--- config.mk ---
export PLATFORM = sky130hd
export DESIGN_NAME = pueo_beam_power_trigger
export DESIGN_NICKNAME = d
export VERILOG_FILES = /design/src/rtl/pueo_beam_pkg.sv /design/src/rtl/pueo_beam_power.sv /design/src/rtl/pueo_beam_power_trigger.sv
export SDC_FILE = /design/constraint.sdc
export NUM_CORES = 2
export LEC_CHECK = 0
export CORE_ASPECT_RATIO = 0.7
export CORE_MARGIN = 4
export CORE_UTILIZATION = 55
export CTS_BUF_LIST = sky130_fd_sc_hd__clkbuf_8
export CTS_CLUSTER_DIAMETER = 120
export DETAILED_ROUTE_END_ITERATION = 7
export DONT_BUFFER_PORTS = 1
export PLACE_DENSITY = 0.79
export SLEW_MARGIN = 20
export SYNTH_ARGS = -nofsm -noshare
export SYNTH_HDL_FRONTEND = slang
export SYNTH_SLANG_ARGS = --single-unit
--- constraint.sdc ---
create_clock -name clk_i -period 8.3 [get_ports clk_i]
set_input_delay 1.245 -clock clk_i [delete_from_list [all_inputs] [get_ports clk_i]]
set_output_delay 1.245 -clock clk_i [all_outputs]
set_load 0.005 [all_outputs]
--- src/rtl/pueo_beam_pkg.sv ---
// -----------------------------------------------------------------------------
// pueo_beam_pkg
// Shared constants and elaboration-time helpers for the beam power trigger.
//   clog2       : ceiling log2 (clog2(1) = 0)
//   offsetCorr  : constant removed from a raw channel sum to centre a beam
//   accW        : width needed to hold the largest possible window sum
//   latency     : clocks from beam_i to the P value that enters the window
//   threshT     : per-beam threshold word for the default configuration
// -----------------------------------------------------------------------------
package pueo_beam_pkg;

    // Registers between beam_i and the P value presented to the window adder:
    // beamform, square and sample-sum, then alignment padding.
    localparam int CORE_STAGES = 3;
    localparam int P_STAGES    = 7;

    function automatic int clog2(input longint value);
        int     result;
        longint v;
        result = 0;
        v      = value - 1;
        while (v > 0) begin
            result = result + 1;
            v      = v >> 1;
        end
        return result;
    endfunction

    // Each channel carries v - (2^(NBITS-1) - 0.5). Summing NCHAN of them
    // (NCHAN even) gives sum(v) - offsetCorr. The same constant is also the
    // largest beam magnitude, reached at all-zeros or all-ones samples.
    function automatic longint offsetCorr(input int nChan, input int nBits);
        return longint'(nChan) * (longint'(1) << (nBits - 1)) - longint'(nChan / 2);
    endfunction

    function automatic int accW(input int nChan, input int nSamp,
                                input int nBits, input int integLen);
        longint mag;
        longint maxW;
        mag  = offsetCorr(nChan, nBits);
        maxW = longint'(integLen) * longint'(nSamp) * mag * mag;
        return clog2(maxW + 1);
    endfunction

    // P enters the window register one clock after it is formed.
    function automatic int latency();
        return P_STAGES + 1;
    endfunction

    localparam int DEF_ACC_W = accW(8, 8, 5, 2);
    typedef logic [DEF_ACC_W-1:0] threshT;

endpackage

--- src/rtl/pueo_beam_power.sv ---
// -----------------------------------------------------------------------------
// pueo_beam_power
// One beam: forms the beam from NCHAN offset-binary channels for each of the
// NSAMP samples, squares each beam sample, sums the squares into P and keeps a
// running INTEG_LEN-clock window sum of P.
//   clk_i     : system clock
//   rst_ni    : asynchronous active-low reset
//   samples   : ch c sample s at [(c*NSAMP+s)*NBITS +: NBITS]
//   windowSum : sum of the last INTEG_LEN P values; P from beam_i at cycle t
//               is included from cycle t+8 onwards
// -----------------------------------------------------------------------------
module pueo_beam_power
    import pueo_beam_pkg::*;
#(
    parameter int NCHAN     = 8,
    parameter int NSAMP     = 8,
    parameter int NBITS     = 5,
    parameter int INTEG_LEN = 2,
    parameter int ACC_W     = 18
) (
    input  logic                           clk_i,
    input  logic                           rst_ni,
    input  logic [NCHAN*NSAMP*NBITS-1:0]   samples,
    output logic [ACC_W-1:0]               windowSum
);

    // Signed width wide enough for the raw channel sum, so the offset
    // subtraction cannot wrap.
    localparam int SW  = NBITS + clog2(NCHAN) + 1;
    localparam int QW  = 2 * SW;
    localparam int PAD = P_STAGES - CORE_STAGES;
    localparam logic signed [SW-1:0] CORR = SW'(offsetCorr(NCHAN, NBITS));

    logic [NSAMP*QW-1:0] sqFlat;
    logic [ACC_W-1:0]    sampleSum;
    logic [ACC_W-1:0]    pReg;
    logic [ACC_W-1:0]    padReg  [PAD];
    logic [ACC_W-1:0]    histReg [INTEG_LEN];
    logic [ACC_W-1:0]    windowReg;

    genvar gi;
    generate
        for (gi = 0; gi < NSAMP; gi++) begin : gSamp
            logic [SW-1:0]        chanSum;
            logic signed [SW-1:0] beamComb;
            logic signed [SW-1:0] beamReg;
            logic signed [QW-1:0] beamExt;
            logic [QW-1:0]        sqReg;

            always_comb begin
                chanSum = '0;
                for (int c = 0; c < NCHAN; c++) begin
                    chanSum = chanSum + SW'(samples[(c*NSAMP+gi)*NBITS +: NBITS]);
                end
            end

            assign beamComb = signed'(chanSum) - CORR;
            assign beamExt  = QW'(beamReg);

            always_ff @(posedge clk_i or negedge rst_ni) begin
                if (!rst_ni) begin
                    beamReg <= '0;
                    sqReg   <= '0;
                end else begin
                    beamReg <= beamComb;
                    // The square of a signed SW-bit value always fits in QW bits.
                    sqReg   <= unsigned'(beamExt * beamExt);
                end
            end

            assign sqFlat[gi*QW +: QW] = sqReg;
        end
    endgenerate

    // ACC_W covers the largest possible window, so it also covers any P.
    always_comb begin
        sampleSum = '0;
        for (int s = 0; s < NSAMP; s++) begin
            sampleSum = sampleSum + ACC_W'(sqFlat[s*QW +: QW]);
        end
    end

    always_ff @(posedge clk_i or negedge rst_ni) begin
        if (!rst_ni) begin
            pReg      <= '0;
            windowReg <= '0;
            for (int i = 0; i < PAD; i++) begin
                padReg[i] <= '0;
            end
            for (int i = 0; i < INTEG_LEN; i++) begin
                histReg[i] <= '0;
            end
        end else begin
            pReg      <= sampleSum;
            padReg[0] <= pReg;
            for (int i = 1; i < PAD; i++) begin
                padReg[i] <= padReg[i-1];
            end
            histReg[0] <= padReg[PAD-1];
            for (int i = 1; i < INTEG_LEN; i++) begin
                histReg[i] <= histReg[i-1];
            end
            // The intermediate W + P may wrap ACC_W, but the result after
            // removing the oldest P never exceeds the window maximum, so
            // modular arithmetic gives the exact sum.
            windowReg <= windowReg + padReg[PAD-1] - histReg[INTEG_LEN-1];
        end
    end

    assign windowSum = windowReg;

endmodule

--- src/rtl/pueo_beam_power_trigger.sv ---
// -----------------------------------------------------------------------------
// pueo_beam_power_trigger
// Per-beam power trigger: window sums from pueo_beam_power are compared with a
// double-buffered threshold; hits produce holdoff-limited pulses which also
// advance saturating scalers. Outputs are masked until the pipeline and
// window have filled after reset.
//   clk_i          : system clock (375 MHz)
//   rst_ni         : asynchronous active-low reset
//   beam_i         : beam b at [b*NCHAN*NSAMP*NBITS +:]
//   thresh_i       : threshold write data
//   thresh_addr_i  : shadow threshold select
//   thresh_wr_i    : write thresh_i into the selected shadow
//   update_i       : copy all shadows into the active thresholds
//   update_ack_o   : pulses in the clock the new thresholds become active
//   trigger_o      : per-beam trigger pulse
//   count_clr_i    : clear all scalers
//   count_o        : per-beam saturating trigger counts
// -----------------------------------------------------------------------------
module pueo_beam_power_trigger
    import pueo_beam_pkg::*;
#(
    parameter  int NBEAMS    = 2,
    parameter  int NCHAN     = 8,
    parameter  int NSAMP     = 8,
    parameter  int NBITS     = 5,
    parameter  int INTEG_LEN = 2,
    parameter  int HOLDOFF   = 4,
    parameter  int CNT_W     = 16,
    localparam int ACC_W     = accW(NCHAN, NSAMP, NBITS, INTEG_LEN),
    localparam int ADDR_W    = (NBEAMS > 1) ? clog2(NBEAMS) : 1
) (
    input  logic                                clk_i,
    input  logic                                rst_ni,
    input  logic [NBEAMS*NCHAN*NSAMP*NBITS-1:0] beam_i,
    input  logic [ACC_W-1:0]                    thresh_i,
    input  logic [ADDR_W-1:0]                   thresh_addr_i,
    input  logic                                thresh_wr_i,
    input  logic                                update_i,
    output logic                                update_ack_o,
    output logic [NBEAMS-1:0]                   trigger_o,
    input  logic                                count_clr_i,
    output logic [NBEAMS*CNT_W-1:0]             count_o
);

    localparam int BEAM_BITS = NCHAN * NSAMP * NBITS;
    localparam int FILL      = latency() + INTEG_LEN;
    localparam int FILL_W    = clog2(FILL + 1);
    localparam int HOLD_W    = 8;

    typedef logic [ACC_W-1:0] beamThreshT;

    logic [FILL_W-1:0] fillCnt;
    logic              fillOpen;
    logic              updateAck;

    // The trigger register and the fill counter reach their final state on
    // the same edge, so trigger_o can first be high in the clock where the
    // counter saturates.
    assign fillOpen = (fillCnt >= FILL_W'(FILL - 1));

    always_ff @(posedge clk_i or negedge rst_ni) begin
        if (!rst_ni) begin
            fillCnt   <= '0;
            updateAck <= 1'b0;
        end else begin
            if (fillCnt != FILL_W'(FILL)) begin
                fillCnt <= fillCnt + FILL_W'(1);
            end
            updateAck <= update_i;
        end
    end

    assign update_ack_o = updateAck;

    genvar gi;
    generate
        for (gi = 0; gi < NBEAMS; gi++) begin : gBeam
            logic [ACC_W-1:0]  windowSum;
            beamThreshT        shadowReg;
            beamThreshT        activeReg;
            logic [HOLD_W-1:0] holdCnt;
            logic              trigReg;
            logic [CNT_W-1:0]  countReg;
            logic              hit;

            pueo_beam_power #(
                .NCHAN     (NCHAN),
                .NSAMP     (NSAMP),
                .NBITS     (NBITS),
                .INTEG_LEN (INTEG_LEN),
                .ACC_W     (ACC_W)
            ) uPower (
                .clk_i     (clk_i),
                .rst_ni    (rst_ni),
                .samples   (beam_i[gi*BEAM_BITS +: BEAM_BITS]),
                .windowSum (windowSum)
            );

            // Addresses beyond the last beam match no instance, so such
            // writes are dropped. A simultaneous write and update loads the
            // pre-write shadow into active; the write waits for the next update.
            always_ff @(posedge clk_i or negedge rst_ni) begin
                if (!rst_ni) begin
                    shadowReg <= '1;
                    activeReg <= '1;
                end else begin
                    if (thresh_wr_i && (thresh_addr_i == ADDR_W'(gi))) begin
                        shadowReg <= thresh_i;
                    end
                    if (update_i) begin
                        activeReg <= shadowReg;
                    end
                end
            end

            assign hit = (windowSum > activeReg);

            always_ff @(posedge clk_i or negedge rst_ni) begin
                if (!rst_ni) begin
                    trigReg <= 1'b0;
                    holdCnt <= '0;
                end else if (fillOpen && hit && (holdCnt == '0)) begin
                    trigReg <= 1'b1;
                    holdCnt <= HOLD_W'(HOLDOFF);
                end else begin
                    trigReg <= 1'b0;
                    if (holdCnt != '0) begin
                        holdCnt <= holdCnt - HOLD_W'(1);
                    end
                end
            end

            // Clear takes priority over a coincident pulse.
            always_ff @(posedge clk_i or negedge rst_ni) begin
                if (!rst_ni) begin
                    countReg <= '0;
                end else if (count_clr_i) begin
                    countReg <= '0;
                end else if (trigReg && (countReg != '1)) begin
                    countReg <= countReg + CNT_W'(1);
                end
            end

            assign trigger_o[gi]                = trigReg;
            assign count_o[gi*CNT_W +: CNT_W]   = countReg;
        end
    endgenerate

endmodule

==> results.txt <==
Outcome: completed
Row cnt: 125
Ys flop type: dfrtp_1
Grt met1 use: 31.36%
Crit path time final: 5.407 ns
Hold Vio Cnt, Final: 0
Post-synth EDFFs: 0
Clk slew on worst S/H paths: 0.06 ns
Synth area leaders: fa_1, dfrtp_1, ha_1, inv_1, xnor2_1
Top Usage Layer GRT: met2
Worst path buffer plus inverter count: 3
Global routing usage on met2: 36.71%
Initial antenna violation count: 5
Root buffer selected by CTS: clkbuf_8
Max Slew Vio Count: 0
Die width: 498.4 microns
GRT met3 Usage: 5.622%
Top cell type's share of synthesized area: 32.97%
Distinct cell type count after synthesis: 74
Number of synthesized register bits: 831
Multiplexer area fraction after synthesis: 0.7256%
RSZ-0062 raised after global routing: false
Post-synthesis adder-cell area fraction: 47.15%
Crit share post-route: 65.14%
Nets@finish: 12,144
CP required: 9.06 ns
Die Ht: 351.3 microns
Worst path most repeated cell: fa_1
Area of the core: 0.1666 sq mm
Pin count of the biggest net entering global routing: 255
Share of cells above drive strength 1: 4.678%
Drt pass-1 iters: 7
H-tree depth: 4
Cell count after synthesis: 8,860
Gr ovfl total: 0
Post-Synth Simple-Gate Area: 7.493%
Drt drc: 0
Hold Buf Count CTS: 1
Max-slew headroom: 30.68%
Crit. End Element: register
Wire per inst: 17.12 microns
Worst slew pin tran: 1.014 ns
Starting Density: 55.60%
Mapped Area: 0.09260 sq mm
Cts repair resizes: 0
WP data arrival: 6.17 ns
Gpl congestion: 0.9108
Crit path max fanout: 8
Xor/xnor share of the synthesized area: 6.261%
I/O pin total: 699
Total number of vias: 57,881
Final Skew: 0.05552 ns
Post-CTS Setup Inserts: 0
Type of origin of the critical path: register
Drt via density: 5.145
Complex-gate fraction of the synthesized area: 5.695%
Final setup vio count: 0
First-pass GRT wire length: 324,300 microns
Routed wire length: 192,600 microns
CP cell instances: inv_1 -> nor2_1 -> inv_1 -> fa_1 -> inv_1 -> fa_1 -> fa_1 -> fa_1 -> fa_1 -> ha_1 -> o21a_1 -> o21ai_0 -> a21oi_1 -> a211oi_1 -> a21oi_1 -> xnor2_1
Die area: 0.1751 sq mm
Seq/Total Area, Yosys: 22.55%
Latest clock arrival within the worst-skew pair: 0.91 ns
Antenna violation net count after detailed routing: 0
Layout area overhead: 6.258%
Syn. warnings: 0
I/O Buffers: 0
Top cell type by total area after synthesis: fa_1
CTS max path bufs: 3
HPWL after detailed placement: 163,600 microns
Fmax: 185.0 MHz
Post-synth top cells: inv_1, fa_1, ha_1
Async SR Flop Fraction: 100.0%
Maxcap violations: 0
Drt initial violations: 3,178
CP max stage cell: dfrtp_1
Vias in the first global route: 64,574
CTS buffer count: 142
Hold WC Path Type: primary input to async pin
Syn Area/Cell: 10.45 sq um
Total GRT Usage: 23.04%
Cell family with most CP delay: adder cells
CTS tree: built
Largest family of logic cells by synthesized area: adder cells
CP peak stage delay: 0.58 ns
Most common cell in the netlist: inv_1
Clk sink count: 831
CP Class: register to register
Fin Setup TNS: 0 ns
cell type report:
type	instances	area (sq um)
Inverter	2382	8941
Fill cell	13395	68170
Antenna cell	8	20.02
Tap cell	2222	2780
Clock buffer	168	2312
Sequential cell	831	20890
Clock inverter	90	880.8
Timing Repair Buffer	8	202.7
Multi-Input combinational cell	5542	62380
sequential cells by signal, summed over array words and instances (netlist names), 32 cells and up:
signal                      count
gBeam.uPower.windowSum         36
gBeam.uPower.pReg              36
gBeam.uPower.padReg           144
gBeam.uPower.gSamp.beamReg    144
gBeam.countReg                 32
gBeam.uPower.histReg           72
gBeam.shadowReg                36
gBeam.uPower.gSamp.sqReg      272
gBeam.activeReg                36
worst register-to-register path: cells and delay by family (launching register included):
| kind | cells | cell delay, ns |
|---|---|---|
| AO/OA/AOI/OAI | 5 | 1.16 |
| XOR/XNOR | 1 | 0.15 |
| adder cells (fa/ha/maj) | 6 | 2.76 |
| buffers and inverters | 3 | 0.42 |
| flip-flops | 1 | 0.58 |
| AND/OR/NAND/NOR | 1 | 0.23 |
metrics by stage:
stage	hold slack (ns)	instances	utilization, %	setup slack, ns	instance area [sq um]
finish	0.2633	11251	59.08	2.893	98400
global route	0.2271	11247	59.07	2.549	98390
detailed placement	0.3347	10981	57.09	2.371	95090
floorplan	0.3312	8866	-	3.002	92630
global placement	0.3316	10977	57.02	2.316	94980
CTS	0.2370	11240	59.01	2.862	98300
layer usage:
metal	up-vias	share of wire (%)
met5	-	0
met4	0	3.1
met3	249	6.9
met2	1306	47
met1	29460	43
li1	26866	-
placed cells by master (no fill, tap or decap), types with 17 or more instances in the layout:
cell type / n
ha_1: 1048
xor2_1: 145
dfstp_2: 72
fa_1: 1525
nand2b_1: 74
nor2_1: 286
nor3_1: 54
inv_1: 2424
and2_1: 200
a21o_1: 109
mux2_2: 57
o21bai_1: 56
a31o_2: 21
or2_2: 33
nand2_1: 463
and3_1: 26
clkbuf_8: 168
dfrtp_1: 759
nand3_1: 62
o21ai_0: 108
a31oi_1: 25
or3_1: 36
nor2b_1: 133
a211oi_1: 20
xnor2_1: 517
a21oi_1: 285
o21a_1: 50
o31ai_1: 17
cells by family (layout without fill, tap and decap cells):
logic type               after synthesis  count (layout)
other                                  2              16
AND/OR/NAND/NOR                     1423            1423
adder cells (fa/ha/maj)             2575            2575
flip-flops                           831             831
AO/OA/AOI/OAI                        814             814
multiplexers                          60              60
buffers and inverters               2493            2648
XOR/XNOR                             662             662
path summary, 6_finish.rpt:
kind                       cells past startpoint                                  end                           startpoint  slack (ns)
setup reg to reg                              16   gBeam[0].uPower.gSamp[0].sqReg[17]  gBeam[0].uPower.gSamp[0].beamReg[1]        2.89
max in group asynchronous                      5   gBeam[0].uPower.gSamp[3].sqReg[17]                               rst_ni        5.32
min in group clk_i                             0           gBeam[0].uPower.padReg[63]              gBeam[0].uPower.pReg[9]        0.32
hold / removal                                 1  gBeam[1].uPower.gSamp[4].beamReg[1]                               rst_ni        0.26
hold reg to reg                                0           gBeam[0].uPower.padReg[63]              gBeam[0].uPower.pReg[9]        0.32
setup / recovery                              16   gBeam[0].uPower.gSamp[0].sqReg[17]  gBeam[0].uPower.gSamp[0].beamReg[1]        2.89
Power is left out: the tool's default activity adds up to more than one toggle a clock period on the data nets, which glitch-free logic cannot reach.
